--- src/rtl/apb_regfile_pkg.sv ---
// Shared types for the APB register-file completer: FSM states, register
// access attributes and the wait-state counter width.
package apb_regfile_pkg;

    typedef enum logic [1:0] {
        IDLE   = 2'd0,
        SETUP  = 2'd1,
        ACCESS = 2'd2
    } apb_state_e;

    typedef enum logic [1:0] {
        ATTR_RW    = 2'd0,
        ATTR_RO    = 2'd1,
        ATTR_WO    = 2'd2,
        ATTR_FIXED = 2'd3
    } reg_attr_e;

    // Wide enough for the largest wait-state setting (15).
    localparam int WAIT_CNT_W = 4;

endpackage

--- src/rtl/apb_access_decode.sv ---
// Combinational address/attribute decode: resolves a register's access
// attribute and whether the requested access is an error. No latency, no backpressure.
module apb_access_decode
    import apb_regfile_pkg::*;
#(
    parameter int               DEPTH      = 8,
    parameter int               ADDR_W     = 3,
    parameter int               STRB_W     = 4,
    parameter logic [DEPTH-1:0] RO_MASK    = '0,
    parameter logic [DEPTH-1:0] WO_MASK    = '0,
    parameter logic [DEPTH-1:0] FIXED_MASK = '0
) (
    input  logic [ADDR_W-1:0] addr,
    input  logic              write,
    input  logic [STRB_W-1:0] strb,
    output reg_attr_e         attr,
    output logic              err
);

    logic out_of_range;

    // Only a non-power-of-two DEPTH leaves unused address codes.
    generate
        if ((1 << ADDR_W) > DEPTH) begin : g_range
            assign out_of_range = (addr >= ADDR_W'(DEPTH));
        end else begin : g_full
            assign out_of_range = 1'b0;
        end
    endgenerate

    // A register flagged both RO and WO resolves to RO.
    always_comb begin
        attr = ATTR_RW;
        if (!out_of_range) begin
            if (FIXED_MASK[addr])   attr = ATTR_FIXED;
            else if (RO_MASK[addr]) attr = ATTR_RO;
            else if (WO_MASK[addr]) attr = ATTR_WO;
        end
    end

    always_comb begin
        err = 1'b0;
        if (out_of_range)
            err = 1'b1;
        else if (write)
            err = (attr == ATTR_RO) || (attr == ATTR_FIXED);
        else
            err = (attr == ATTR_WO) || (strb != '0);
    end

endmodule

--- src/rtl/apb_regfile_slave.sv ---
// APB completer over a DEPTH x DATA_W register file; APB_STRB_EN adds byte strobes.
// Transfer takes 2+WAIT_CYCLES cycles; the requester is stalled by p_ready low during wait states.
module apb_regfile_slave
    import apb_regfile_pkg::*;
#(
    parameter int                DATA_W      = 32,
    parameter int                DEPTH       = 8,
    parameter int                ADDR_W      = (DEPTH > 1) ? $clog2(DEPTH) : 1,
    parameter int                WAIT_CYCLES = 0,
    parameter logic [DEPTH-1:0]  RO_MASK     = '0,
    parameter logic [DEPTH-1:0]  WO_MASK     = '0,
    parameter logic [DEPTH-1:0]  FIXED_MASK  = '0,
    parameter logic [DATA_W-1:0] FIXED_VALUE = DATA_W'(19)
) (
    input  logic                  p_clk,
    input  logic                  p_reset,
    input  logic                  p_sel,
    input  logic                  p_enable,
    input  logic                  p_write,
    input  logic [ADDR_W-1:0]     p_addr,
    input  logic [DATA_W-1:0]     p_w_data,
`ifdef APB_STRB_EN
    input  logic [DATA_W/8-1:0]   p_strb,
`endif
    output logic                  p_ready,
    output logic [DATA_W-1:0]     p_r_data,
    output logic                  p_slv_err
);

    localparam int                    STRB_W    = DATA_W / 8;
    localparam logic [WAIT_CNT_W-1:0] WAIT_LAST = WAIT_CNT_W'(WAIT_CYCLES);

    apb_state_e              state_q, state_d;
    logic [WAIT_CNT_W-1:0]   wait_cnt_q;
    logic                    s_write_q, s_err_q;
    logic [ADDR_W-1:0]       s_addr_q;
    logic [DATA_W-1:0]       s_wdata_q;
    logic [STRB_W-1:0]       s_lanes_q;
    logic [DATA_W-1:0]       regs_q [DEPTH];
    logic [DATA_W-1:0]       rd_dat_q, rd_next;
    logic [STRB_W-1:0]       dec_strb, wr_lanes;
    reg_attr_e               dec_attr;
    logic                    dec_err, sample, commit;

`ifdef APB_STRB_EN
    assign dec_strb = p_strb;
    assign wr_lanes = p_strb;
`else
    assign dec_strb = '0;
    assign wr_lanes = '1;
`endif

    apb_access_decode #(
        .DEPTH      (DEPTH),
        .ADDR_W     (ADDR_W),
        .STRB_W     (STRB_W),
        .RO_MASK    (RO_MASK),
        .WO_MASK    (WO_MASK),
        .FIXED_MASK (FIXED_MASK)
    ) u_decode (
        .addr  (p_addr),
        .write (p_write),
        .strb  (dec_strb),
        .attr  (dec_attr),
        .err   (dec_err)
    );

    assign sample = (state_q == SETUP) && p_sel;
    assign commit = p_ready && s_write_q && !s_err_q;

    always_comb begin
        state_d = state_q;
        case (state_q)
            IDLE:    if (p_sel && !p_enable) state_d = SETUP;
            SETUP:   state_d = p_sel ? ACCESS : IDLE;
            ACCESS: begin
                if (!p_sel)       state_d = IDLE;
                else if (p_ready) state_d = p_enable ? IDLE : SETUP;
            end
            default: state_d = IDLE;
        endcase
    end

    // Outputs come from registered state only, so no input reaches them combinationally.
    always_comb begin
        p_ready   = 1'b0;
        p_slv_err = 1'b0;
        if (state_q == ACCESS && wait_cnt_q == WAIT_LAST) begin
            p_ready   = 1'b1;
            p_slv_err = s_err_q;
        end
    end

    always_comb begin
        rd_next = '0;
        if (!dec_err)
            rd_next = (dec_attr == ATTR_FIXED) ? FIXED_VALUE : regs_q[p_addr];
    end

    always_ff @(posedge p_clk) begin
        if (p_reset) begin
            state_q    <= IDLE;
            wait_cnt_q <= '0;
            s_write_q  <= 1'b0;
            s_err_q    <= 1'b0;
            s_addr_q   <= '0;
            s_wdata_q  <= '0;
            s_lanes_q  <= '0;
            rd_dat_q   <= '0;
            for (int i = 0; i < DEPTH; i++) regs_q[i] <= '0;
        end else begin
            state_q <= state_d;
            if (state_q == ACCESS && !p_ready)
                wait_cnt_q <= wait_cnt_q + WAIT_CNT_W'(1);
            else
                wait_cnt_q <= '0;
            if (sample) begin
                s_write_q <= p_write;
                s_err_q   <= dec_err;
                s_addr_q  <= p_addr;
                s_wdata_q <= p_w_data;
                s_lanes_q <= wr_lanes;
                if (!p_write) rd_dat_q <= rd_next;
            end
            if (commit) begin
                for (int b = 0; b < STRB_W; b++)
                    if (s_lanes_q[b]) regs_q[s_addr_q][8*b +: 8] <= s_wdata_q[8*b +: 8];
            end
        end
    end

    assign p_r_data = rd_dat_q;

endmodule

--- config.mk ---
export PLATFORM = sky130hd
export DESIGN_NAME = apb_regfile_slave
export DESIGN_NICKNAME = d
export VERILOG_FILES = /design/src/rtl/apb_regfile_pkg.sv /design/src/rtl/apb_access_decode.sv /design/src/rtl/apb_regfile_slave.sv
export SDC_FILE = /design/constraint.sdc
export NUM_CORES = 1
export LEC_CHECK = 0
export ABC_AREA = 1
export BUFFER_PORTS_ARGS = -buffer_cell sky130_fd_sc_hd__buf_2
export CELL_PAD_IN_SITES_DETAIL_PLACEMENT = 0
export CELL_PAD_IN_SITES_GLOBAL_PLACEMENT = 1
export CORE_MARGIN = 1.5
export CORE_UTILIZATION = 40
export DETAILED_ROUTE_END_ITERATION = 16
export PLACE_DENSITY_LB_ADDON = 0.1
export RECOVER_POWER = 25
export SYNTH_ARGS = -nofsm -noshare
export SYNTH_HDL_FRONTEND = slang
export SYNTH_SLANG_ARGS = --single-unit
--- constraint.sdc ---
create_clock -name p_clk -period 6.6 [get_ports p_clk]
set_clock_uncertainty 0.1 [all_clocks]
set_input_delay 0.66 -clock p_clk [delete_from_list [all_inputs] [get_ports p_clk]]
set_output_delay 0.66 -clock p_clk [all_outputs]
set_load 0.02 [all_outputs]
==> results of run 1 <==
-- cells in the final DEF (no fill, tap or decap), types with 2 or more instances in the layout --
cell,count
nand3_1,193
buf_2,38
nor2_1,263
clkbuf_8,3
inv_2,3
inv_1,266
dfxtp_1,75
nor2_2,10
edfxtp_1,256
bufinv_16,3
clkbuf_16,41
clkinv_2,7
clkinv_1,40
buf_4,8
nand2_1,301
a21oi_1,67
nand2_2,9
ha_1,2
clkbuf_1,45
o21ai_0,68
-- critical path: stages, from the launching register on --
cell,delay (ns)
dfxtp_1,0.33
inv_1,0.07
ha_1,0.18
nand3_2,0.07
nor2_1,0.17
nand2_1,0.17
nor2_1,0.33
nand2_1,1.10
nand2_2,1.31
-- flip-flops by register name (all words and copies together) (netlist names) --
name,count
p_r_data,32
regs_q,256
s_lanes_q,1
s_addr_q,3
state_q,2
s_write_q,1
s_wdata_q,32
wait_cnt_q,4
-- final timing paths --
| kind | from | end | slack [ns] | cells after the start |
|---|---|---|---|---|
| worst max register to register | wait_cnt_q[0]$_SDFF_PP0_ | regs_q[1][28]$_SDFFCE_PN0P_ | 2.35 | 8 |
| worst min register to register | state_q[0]$_SDFFE_PP0P_ | state_q[0]$_SDFFE_PP0P_ | 0.32 | 1 |
| worst min-delay path | p_enable | state_q[0]$_SDFFE_PP0P_ | 0.21 | 2 |
| worst max-delay path | wait_cnt_q[0]$_SDFF_PP0_ | regs_q[1][28]$_SDFFCE_PN0P_ | 2.35 | 8 |
-- power by group --
group / internal (mW) / switching (mW)
sequential: 2.30 / 0.0185
clock: 1.28 / 0.836
combinational: 0.0736 / 0.212
total: 3.66 / 1.07
-- routing by layer --
layer  part of all wire  vias to the layer above
li1                   -                     5266
met4              0.017                        0
met1               0.48                     5048
met3              0.037                       47
met5                  0                        -
met2               0.47                      180
-- logic make-up after synthesis --
family | count (synthesis) | synth area share
adders and majority gates | 2 | 0.001670
DFF | 331 | 0.6134
other | 1 | 0.0002503
AOI/OAI and AO/OA | 136 | 0.04552
buffers and inverters | 398 | 0.1165
and+or+nand+nor | 780 | 0.2215
xor gates and xnor gates | 2 | 0.001170
-- metrics by stage --
stage	worst slack, ns	instances
floorplan	4.062	1650
global placement	3.123	2104
detailed placement	3.111	2104
CTS	3.595	2175
global route	2.077	2175
finish	2.348	2175
-- cell type report --
class | count | area (µm²)
Fill cell | 3674 | 20170
Sequential cell | 331 | 9189
Multi-Input combinational cell | 921 | 3969
Inverter | 303 | 1139
Clock buffer | 54 | 1105
Tap cell | 468 | 585.6
Timing Repair Buffer | 81 | 381.6
Clock inverter | 17 | 155.1
==> impl_results.md, run 1 <==
- # setup viols final: 0
- CP arrival: 4.28 ns
- Io pins: 74
- Achievable frequency: 235.2 MHz
- Syn-to-layout area delta: 10.30%
- Synth Net Count: 1,692
- Root Buffer: clkbuf_16
- Status: complete, but fails checks
- # Post-CTS Setup Buffers: 0
- Die W: 196.5 µm
- Final WL: 39,050 µm
- Most common library cells after synthesis: nand2_1, inv_1, nor2_1
- Iter 0 DRT Violations: 632
- DRC: 0
- Finished Cell Area: 16,520 µm²
- Final #Nets: 1,719
- Clk_lat worst skew: 0.51 ns
- Post-synth EDFFs: 256
- Placed cell area: 15,410 µm²
- Synthesized flop and latch total: 331
- Starting density of the core: 0.4082
- Yosys top cell area share: 0.5132
- First-pass DRT Iterations: 5
- Wirelength per Cell: 17.95 µm
- Slew margin rel.: -0.5447
- Top FF cell, synth: edfxtp_1
- M2 GR Usage: 0.3484
- Yosys warns: 0
- Antenna Nets Post-Route: 0
- Worst IR Drop VDD: 0.1606 mV
- Fin. Hold Viols: 0
- First-pass GRT wire length: 60,690 µm
- Synth Cell Area: 14,980 µm²
- Rows: 70
- Synth top area cells: edfxtp_1, dfxtp_1, nand2_1
- Cts hold-fix bufs: 0
- Pleak: 6.739 nW
- Max-slew violations: 351
- Critical Path Start Type: flip-flop
- Setup TNS: 0 ns
- Layout cells sized above 1: 0.07381
- Port Buf Inserts: 72
- Count leader, synth: nand2_1
- H-Tree Depth: 2
- Sequential element share of the synthesized area: 0.6134
- Die area: 38,620 µm²
- CTS tree: built
- Met3 global-route usage: 0.02977
- GRT overflow: 0
- Via count: 10,540
- Final cycle utilization of the critical path: 0.6443
- Clock sink count: 331
- Failing checks: capacitance limit, slew limit
- RSZ-0062 raised after global routing: false
- Num CTS Buffers: 39
- Routed vias/inst: 4.846
- Pin count of the biggest net entering global routing: 97
- HPWL Detailed: 20,360 µm
- Crit Path Max Fanout: 33
- Initial antenna violation count: 0
- Post_cts resized: 0
- CP endpoint kind: flip-flop
- WP data required: 6.63 ns
- Hold/Removal Path Class: in -> reg
- Tmin final: 4.252 ns
- Area of the core: 36,700 µm²
- Max Buffers Root-to-Sink: 3
- GRT Max-Usage Layer: met2
- Die H: 196.5 µm
- WHS: 0.2069 ns
- Mapped Avg Cell Area: 9.079 µm²
- Ant diodes: 0
- Vias in the first global route: 10,260
- Total power: 4.729 mW
- Synth async-reset ratio: 0
- Reg clk slew, reported paths: 0.05 ns
- Met1 Use GR: 0.2841
- Worst-margin pin slew: 2.317 ns
- PwrDens: 286.2 nW/µm²
- Unique masters post-synth: 27
- Post-Synthesis Cells: 1,650
- Max cap viols: 9
- Post-layout util: 0.4503
- WS Path Type: reg -> reg
- Top cell type by total area after synthesis: edfxtp_1
- All-Layer GR Usage: 0.2073
- Routability Congestion: 0.7299
No activity file was read; power rests on OpenSTA's default activity.
==> run 2: changes to the inputs <==
==> constraint.sdc (replaced) <==
create_clock -name p_clk -period 4.2 [get_ports p_clk]
set_clock_uncertainty 0.1 [all_clocks]
set_input_delay 0.42 -clock p_clk [delete_from_list [all_inputs] [get_ports p_clk]]
set_output_delay 0.42 -clock p_clk [all_outputs]
set_load 0.02 [all_outputs]
==> impl_results.md, run 2 (synthesized netlist as in run 1, its figures left out) <==
- Status: finished clean
- Flop pwr share: 0.499 (+0.008)
- H-Tree Depth: 2 (unchanged)
- Achievable frequency: 299.3 MHz (+27%)
- Slew margin rel.: 0.2223 (+0.7671)
- Clk pwr share: 0.439 (-0.009)
- HPWL Detailed: 20,840 µm (+2.3%)
- Via count: 10,560 (+0.22%)
- PwrDens: 440.9 nW/µm² (+54%)
- Area of the multi-input gates: 4046 µm² (+2.0%)
- Hold/Removal Path Class: in -> reg
- R2R setup slack: 0.86 ns (-1.49 ns)
- Dpl cells: 2,106 (+0.095%)
- Buf+Inv Stages, Crit Path: 1 (unchanged)
- # Post-CTS Setup Buffers: 0 (unchanged)
- CTS tree: built
- Critical-path top delay cell: nand2_2
- Worst-margin pin slew: 1.162 ns (-1.155 ns)
- CP endpoint kind: flip-flop
- Max FFs per register: 256 (unchanged)
- Max Buffers Root-to-Sink: 3 (unchanged)
- Most common cell after layout, fill and taps aside: nand2_1
- # setup viols final: 0 (unchanged)
- Vias in the first global route: 10,220 (-0.41%)
- Root Buffer: clkbuf_16
- Die H: 196.5 µm (unchanged)
- Antenna Nets Post-Route: 0 (unchanged)
- Iter 0 DRT Violations: 745 (+18%)
- Final WL: 39,540 µm (+1.3%)
- Wirelength per Cell: 18.17 µm (+1.2%)
- Clk_lat worst skew: 0.52 ns (about the same)
- Critical Path Start Type: flip-flop
- Area of the core: 36,700 µm² (unchanged)
- WP data required: 4.23 ns (-2.40 ns)
- Layout cells sized above 1: 0.08255 (+0.008739)
- Clock sink count: 331 (unchanged)
- Cell Chain, Critical Path: inv_1, ha_1, nand3_2, nor2_1, nand2_1, nor2_8, nand2_4, nand2_2
- Most frequent cells in the layout: nand2_1, inv_1, nor2_1
- Post-layout util: 0.4523 (+0.002011)
- Final #Nets: 1,722 (+0.17%)
- Crit Path Max Fanout: 33 (unchanged)
- Reg clk slew, reported paths: 0.06 ns (about the same)
- First-pass GRT wire length: 61,110 µm (+0.71%)
- Rows: 70 (unchanged)
- Setup TNS: 0 ns (unchanged)
- Comb power frac: 0.062 (+0.002)
- GRT overflow: 0 (unchanged)
- CP arrival: 3.37 ns (-0.91 ns)
- Finished Cell Area: 16,600 µm² (+0.45%)
- All-Layer GR Usage: 0.2093 (+0.002079)
- Cell-internal power: 5.615 mW (+53%)
- Starting density of the core: 0.4082 (unchanged)
- Ant diodes: 0 (unchanged)
- Worst IR Drop VDD: 0.2725 mV (+70%)
- Initial antenna violation count: 1 (+1)
- Max stage delay on crit path: 1.00 ns (-0.31 ns)
- Max-slew violations: 0 (-100%)
- Die W: 196.5 µm (unchanged)
- Sequential Area: 9189 µm² (unchanged)
- Io pins: 74 (unchanged)
- CP delay by family, top: simple AND/OR/NAND/NOR gates
- Routability Congestion: 0.7270 (-0.40%)
- Final cycle utilization of the critical path: 0.7956 (+0.1513)
- Pin count of the biggest net entering global routing: 82 (-15%)
- RSZ-0062 raised after global routing: false
- Tmin final: 3.342 ns (-0.9106 ns)
- Max cap viols: 0 (-9)
- Pleak: 6.871 nW (+2.0%)
- Largest reg by FF count: regs_q
- Final std cells w/o fill: 2,176 (+0.046%)
- First-pass DRT Iterations: 5 (unchanged)
- Placed cell area: 15,440 µm² (+0.18%)
- NetSw: 1.703 mW (+60%)
- DRC: 0 (unchanged)
- Switch share: 0.2327 (+0.007279)
- Fin. Hold Viols: 0 (unchanged)
- Num CTS Buffers: 38 (-2.6%)
- Syn-to-layout area delta: 10.79%
- Die area: 38,620 µm² (unchanged)
- WS Path Type: reg -> reg
- Routed vias/inst: 4.855 (+0.17%)
- Port Buf Inserts: 72 (unchanged)
- Final-layout fill cell count: 3,556 (-3.2%)
[run 2: cell types whose count changed in the layout (fill, tap and decap cells not counted), moves of 2 or more]
cell	change
inv_2	+2
dlygate4sd3_1	+2
bufinv_16	-3
nand2_4	+7
buf_4	+3
clkinv_1	-3
nor2_2	-3
nor2_8	+2
clkbuf_1	-6
nand2_1	-7
clkbuf_8	+5
[run 2: worst paths after layout]
check / startpoint / end / cells after the start
setup / recovery: wait_cnt_q[0]$_SDFF_PP0_ / regs_q[2][23]$_SDFFCE_PN0P_ / 8
hold / removal: p_w_data[27] / s_wdata_q[27]$_SDFFE_PP0P_ / 3
setup reg to reg: wait_cnt_q[0]$_SDFF_PP0_ / regs_q[2][23]$_SDFFCE_PN0P_ / 8
hold reg to reg: state_q[0]$_SDFFE_PP0P_ / state_q[0]$_SDFFE_PP0P_ / 1
[run 2: through the flow]
stage | total power, mW | setup slack (ns) | hold slack (ns)
floorplan | 4.018 | 1.678 | 0.3196
global placement | 4.180 | 1.099 | 0.3333
detailed placement | 4.181 | 1.102 | 0.3382
CTS | 7.394 | 1.152 | 0.05357
global route | 7.588 | 0.7369 | 0.07580
finish | 7.318 | 0.8584 | 0.07781
[run 2: worst reg2reg max path, delay by kind of cell (launching register included)]
| kind | cells | cell delay [ns] |
|---|---|---|
| and+or+nand+nor | 6 | 2.27 |
| adders and majority gates | 1 | 0.18 |
| DFF | 1 | 0.33 |
| buffers and inverters | 1 | 0.06 |
[run 2: final cells by class]
| type | instances | area share |
|---|---|---|
| clock buffers | 55 | 0.06853 |
| clock inverters | 13 | 0.003769 |
| inverters | 303 | 0.06860 |
| multi-input cells | 921 | 0.2438 |
| flip-flops and latches | 331 | 0.5536 |
| well taps | 468 | 0.03528 |
| repair buffers | 85 | 0.02639 |
[run 2: power groups by stage]
stage               clock network, mW  registers [mW]  logic, mW
floorplan                           0            3.72      0.299
global placement                    0            3.72      0.462
detailed placement                  0            3.72      0.462
CTS                              3.28            3.65      0.465
global route                     3.41            3.66      0.515
finish                           3.21            3.65      0.454
[run 2: per-layer routing]
layer,vias up,track usage,routed length [µm]
met3,49,0.02858,1683
met4,0,0.04872,706
met1,5014,0.2910,18620
met2,237,0.3479,18530
li1,5264,-,-
met5,-,0,0
[run 2: repair_timing]
item                      in CTS  in global routing
hold endpoints to repair       2                  0
hold buffers                   2                  0
gates resized for setup        0                  0
==> run 3: changes to the inputs <==
==> constraint.sdc (replaced) <==
create_clock -name p_clk -period 2.69 [get_ports p_clk]
set_clock_uncertainty 0.1 [all_clocks]
set_input_delay 0.269 -clock p_clk [delete_from_list [all_inputs] [get_ports p_clk]]
set_output_delay 0.269 -clock p_clk [all_outputs]
set_load 0.02 [all_outputs]
==> impl_results.md, run 3 (synthesized netlist as in run 1, its figures left out) <==
- DRC: 0 (unchanged)
- Most frequent cells in the layout: nand2_1, inv_1, nor2_1
- Initial antenna violation count: 0 (-1)
- Syn-to-layout area delta: 14.92%
- Cell-internal power: 8.899 mW (+58%)
- Reg clk slew, reported paths: 0.06 ns (about the same)
- PwrDens: 668.6 nW/µm² (+52%)
- Vias in the first global route: 10,670 (+4.4%)
- CP arrival: 2.50 ns (-0.87 ns)
- Starting density of the core: 0.4082 (unchanged)
- Cts hold-fix bufs: 36 (+34)
- Finished Cell Area: 17,220 µm² (+3.7%)
- Die H: 196.5 µm (unchanged)
- Num CTS Buffers: 39 (+2.6%)
- Largest reg by FF count: regs_q
- Hold/Removal Path Class: in -> reg
- R2R setup slack: 0.45 ns (-0.41 ns)
- Clock sink count: 331 (unchanged)
- Iter 0 DRT Violations: 505 (-32%)
- Routed vias/inst: 4.785 (-1.4%)
- GRT overflow: 0 (unchanged)
- Final cycle utilization of the critical path: 0.8339
- Placed cell area: 15,780 µm² (+2.2%)
- HPWL Detailed: 23,650 µm (+14%)
- Area of the multi-input gates: 4009 µm² (-0.93%)
- Io pins: 74 (unchanged)
- # setup viols final: 0 (unchanged)
- CP endpoint kind: flip-flop
- Critical path launch point: p_reset
- # Post-CTS Setup Buffers: 0 (unchanged)
- First-pass DRT Iterations: 5 (unchanged)
- Root Buffer: clkbuf_16
- Worst Reg2Reg Path Length in Cells: 9 (+1)
- Comb power frac: 0.069 (+0.007)
- Via count: 10,710 (+1.4%)
- Worst-margin pin slew: 1.177 ns (+0.01489 ns)
- Final #Nets: 1,783 (+3.5%)
- Wirelength per Cell: 17.29 µm (-4.9%)
- All-Layer GR Usage: 0.2066 (-0.002742)
- Status: finished clean
- Ant diodes: 0 (unchanged)
- Critical path capture point: regs_q[2][5]$_SDFFCE_PN0P_
- WS Path Type: in -> reg
- RSZ-0062 raised after global routing: false
- Port Buf Inserts: 72 (unchanged)
- Pin count of the biggest net entering global routing: 65 (-21%)
- Worst IR Drop VDD: 0.4036 mV (+48%)
- Rows: 70 (unchanged)
- CTS tree: built
- RR Startpoint: wait_cnt_q[0]$_SDFF_PP0_
- WHS: 0.2266 ns (+0.1487 ns)
- Crit Path Max Fanout: 32 (-3.0%)
- Clk_lat worst skew: 0.53 ns (about the same)
- Max FFs per register: 256 (unchanged)
- Fin. Hold Viols: 0 (unchanged)
- Critical Path Start Type: input pin
- First-pass GRT wire length: 60,470 µm (-1.1%)
- Sequential Area: 9189 µm² (unchanged)
- Antenna Nets Post-Route: 0 (unchanged)
- Die area: 38,620 µm² (unchanged)
- Pleak: 7.110 nW (+3.5%)
- Flop pwr share: 0.495 (-0.004)
- Routability Congestion: 0.7632 (+5.0%)
- Reg-to-reg endpoint: regs_q[2][5]$_SDFFCE_PN0P_
- Slew margin rel.: 0.2151 (-0.007180)
- Total power: 11.51 mW (+57%)
- Max-slew violations: 0 (unchanged)
- Post_cts resized: 0 (unchanged)
- Switch share: 0.2269 (-0.005845)
- Achievable frequency: 445.8 MHz
- H-Tree Depth: 2 (unchanged)
- NetSw: 2.612 mW (+53%)
- Layout cells sized above 1: 0.08644 (+0.003888)
- Tmin final: 2.243 ns
- Most common cell after layout, fill and taps aside: nand2_1
- Max cap viols: 0 (unchanged)
- Area of the core: 36,700 µm² (unchanged)
- Die W: 196.5 µm (unchanged)
- Clk pwr share: 0.436 (-0.003)
- Max Buffers Root-to-Sink: 3 (unchanged)
- Final-layout fill cell count: 3,544 (-0.34%)
- Final WL: 38,690 µm (-2.1%)
- WP data required: 2.94 ns (-1.29 ns)
- Setup TNS: 0 ns (unchanged)
- Post-layout util: 0.4691 (+0.01684)
run 3: changes by cell type in the layout (fill, tap and decap cells not counted), moves of 3 or more:
cell,change
clkbuf_2,+9
buf_12,+11
buf_4,+6
clkbuf_8,-4
nand2_1,+5
nand2_4,-4
clkbuf_1,+10
clkinv_2,-3
dlygate4sd3_1,+34
run 3: worst min path at each step:
stage | from | to | depth (start not counted)
after floorplan | p_reset | s_lanes_q[0]$_SDFFE_PP0P_ | 1
after global placement | state_q[0]$_SDFFE_PP0P_ | state_q[0]$_SDFFE_PP0P_ | 1
after detailed placement | state_q[0]$_SDFFE_PP0P_ | state_q[0]$_SDFFE_PP0P_ | 1
after CTS | p_addr[2] | p_r_data[30]$_SDFFE_PP0P_ | 4
after global routing | p_addr[2] | p_r_data[29]$_SDFFE_PP0P_ | 4
final | p_addr[2] | p_r_data[30]$_SDFFE_PP0P_ | 4
run 3: cell type report:
type | instances | share of cell area
clock buffer | 61 | 0.06628
timing repair buffer | 145 | 0.06316
tap | 468 | 0.03401
sequential | 331 | 0.5338
clock inverter | 9 | 0.003779
multi-input combinational | 921 | 0.2329
inverter | 303 | 0.06614
run 3: power by group through the flow:
stage | Combinational, mW | Sequential (mW) | Clock, mW
after floorplan | 0.466 | 5.81 | 0
after global placement | 0.773 | 5.80 | 0
after detailed placement | 0.777 | 5.80 | 0
after CTS | 0.819 | 5.69 | 5.14
after global routing | 0.898 | 5.71 | 5.34
final | 0.793 | 5.69 | 5.02
run 3: metrics by stage:
stage | instances | worst slack (ns)
after floorplan | 1650 | 0.1684
after global placement | 2132 | 0.5460
after detailed placement | 2132 | 0.5500
after CTS | 2238 | 0.4810
after global routing | 2238 | 0.2807
final | 2238 | 0.4467
run 3: critical path, cell delays in order:
cell           delay (ns)
dlygate4sd3_1        0.53
clkbuf_1             0.13
nor2_1               0.38
nand2_4              0.16
nor2_8               0.16
nand2_1              0.10
clkbuf_2             0.48
nor2_1               0.28
run 3: metal layers:
metal | vias up | GRT usage | routed length, µm
met2 | 175 | 0.3618 | 19000
met1 | 5099 | 0.2619 | 17330
met4 | 0 | 0.07179 | 1100
li1 | 5380 | - | -
met3 | 55 | 0.02858 | 1262
met5 | - | 0 | 0
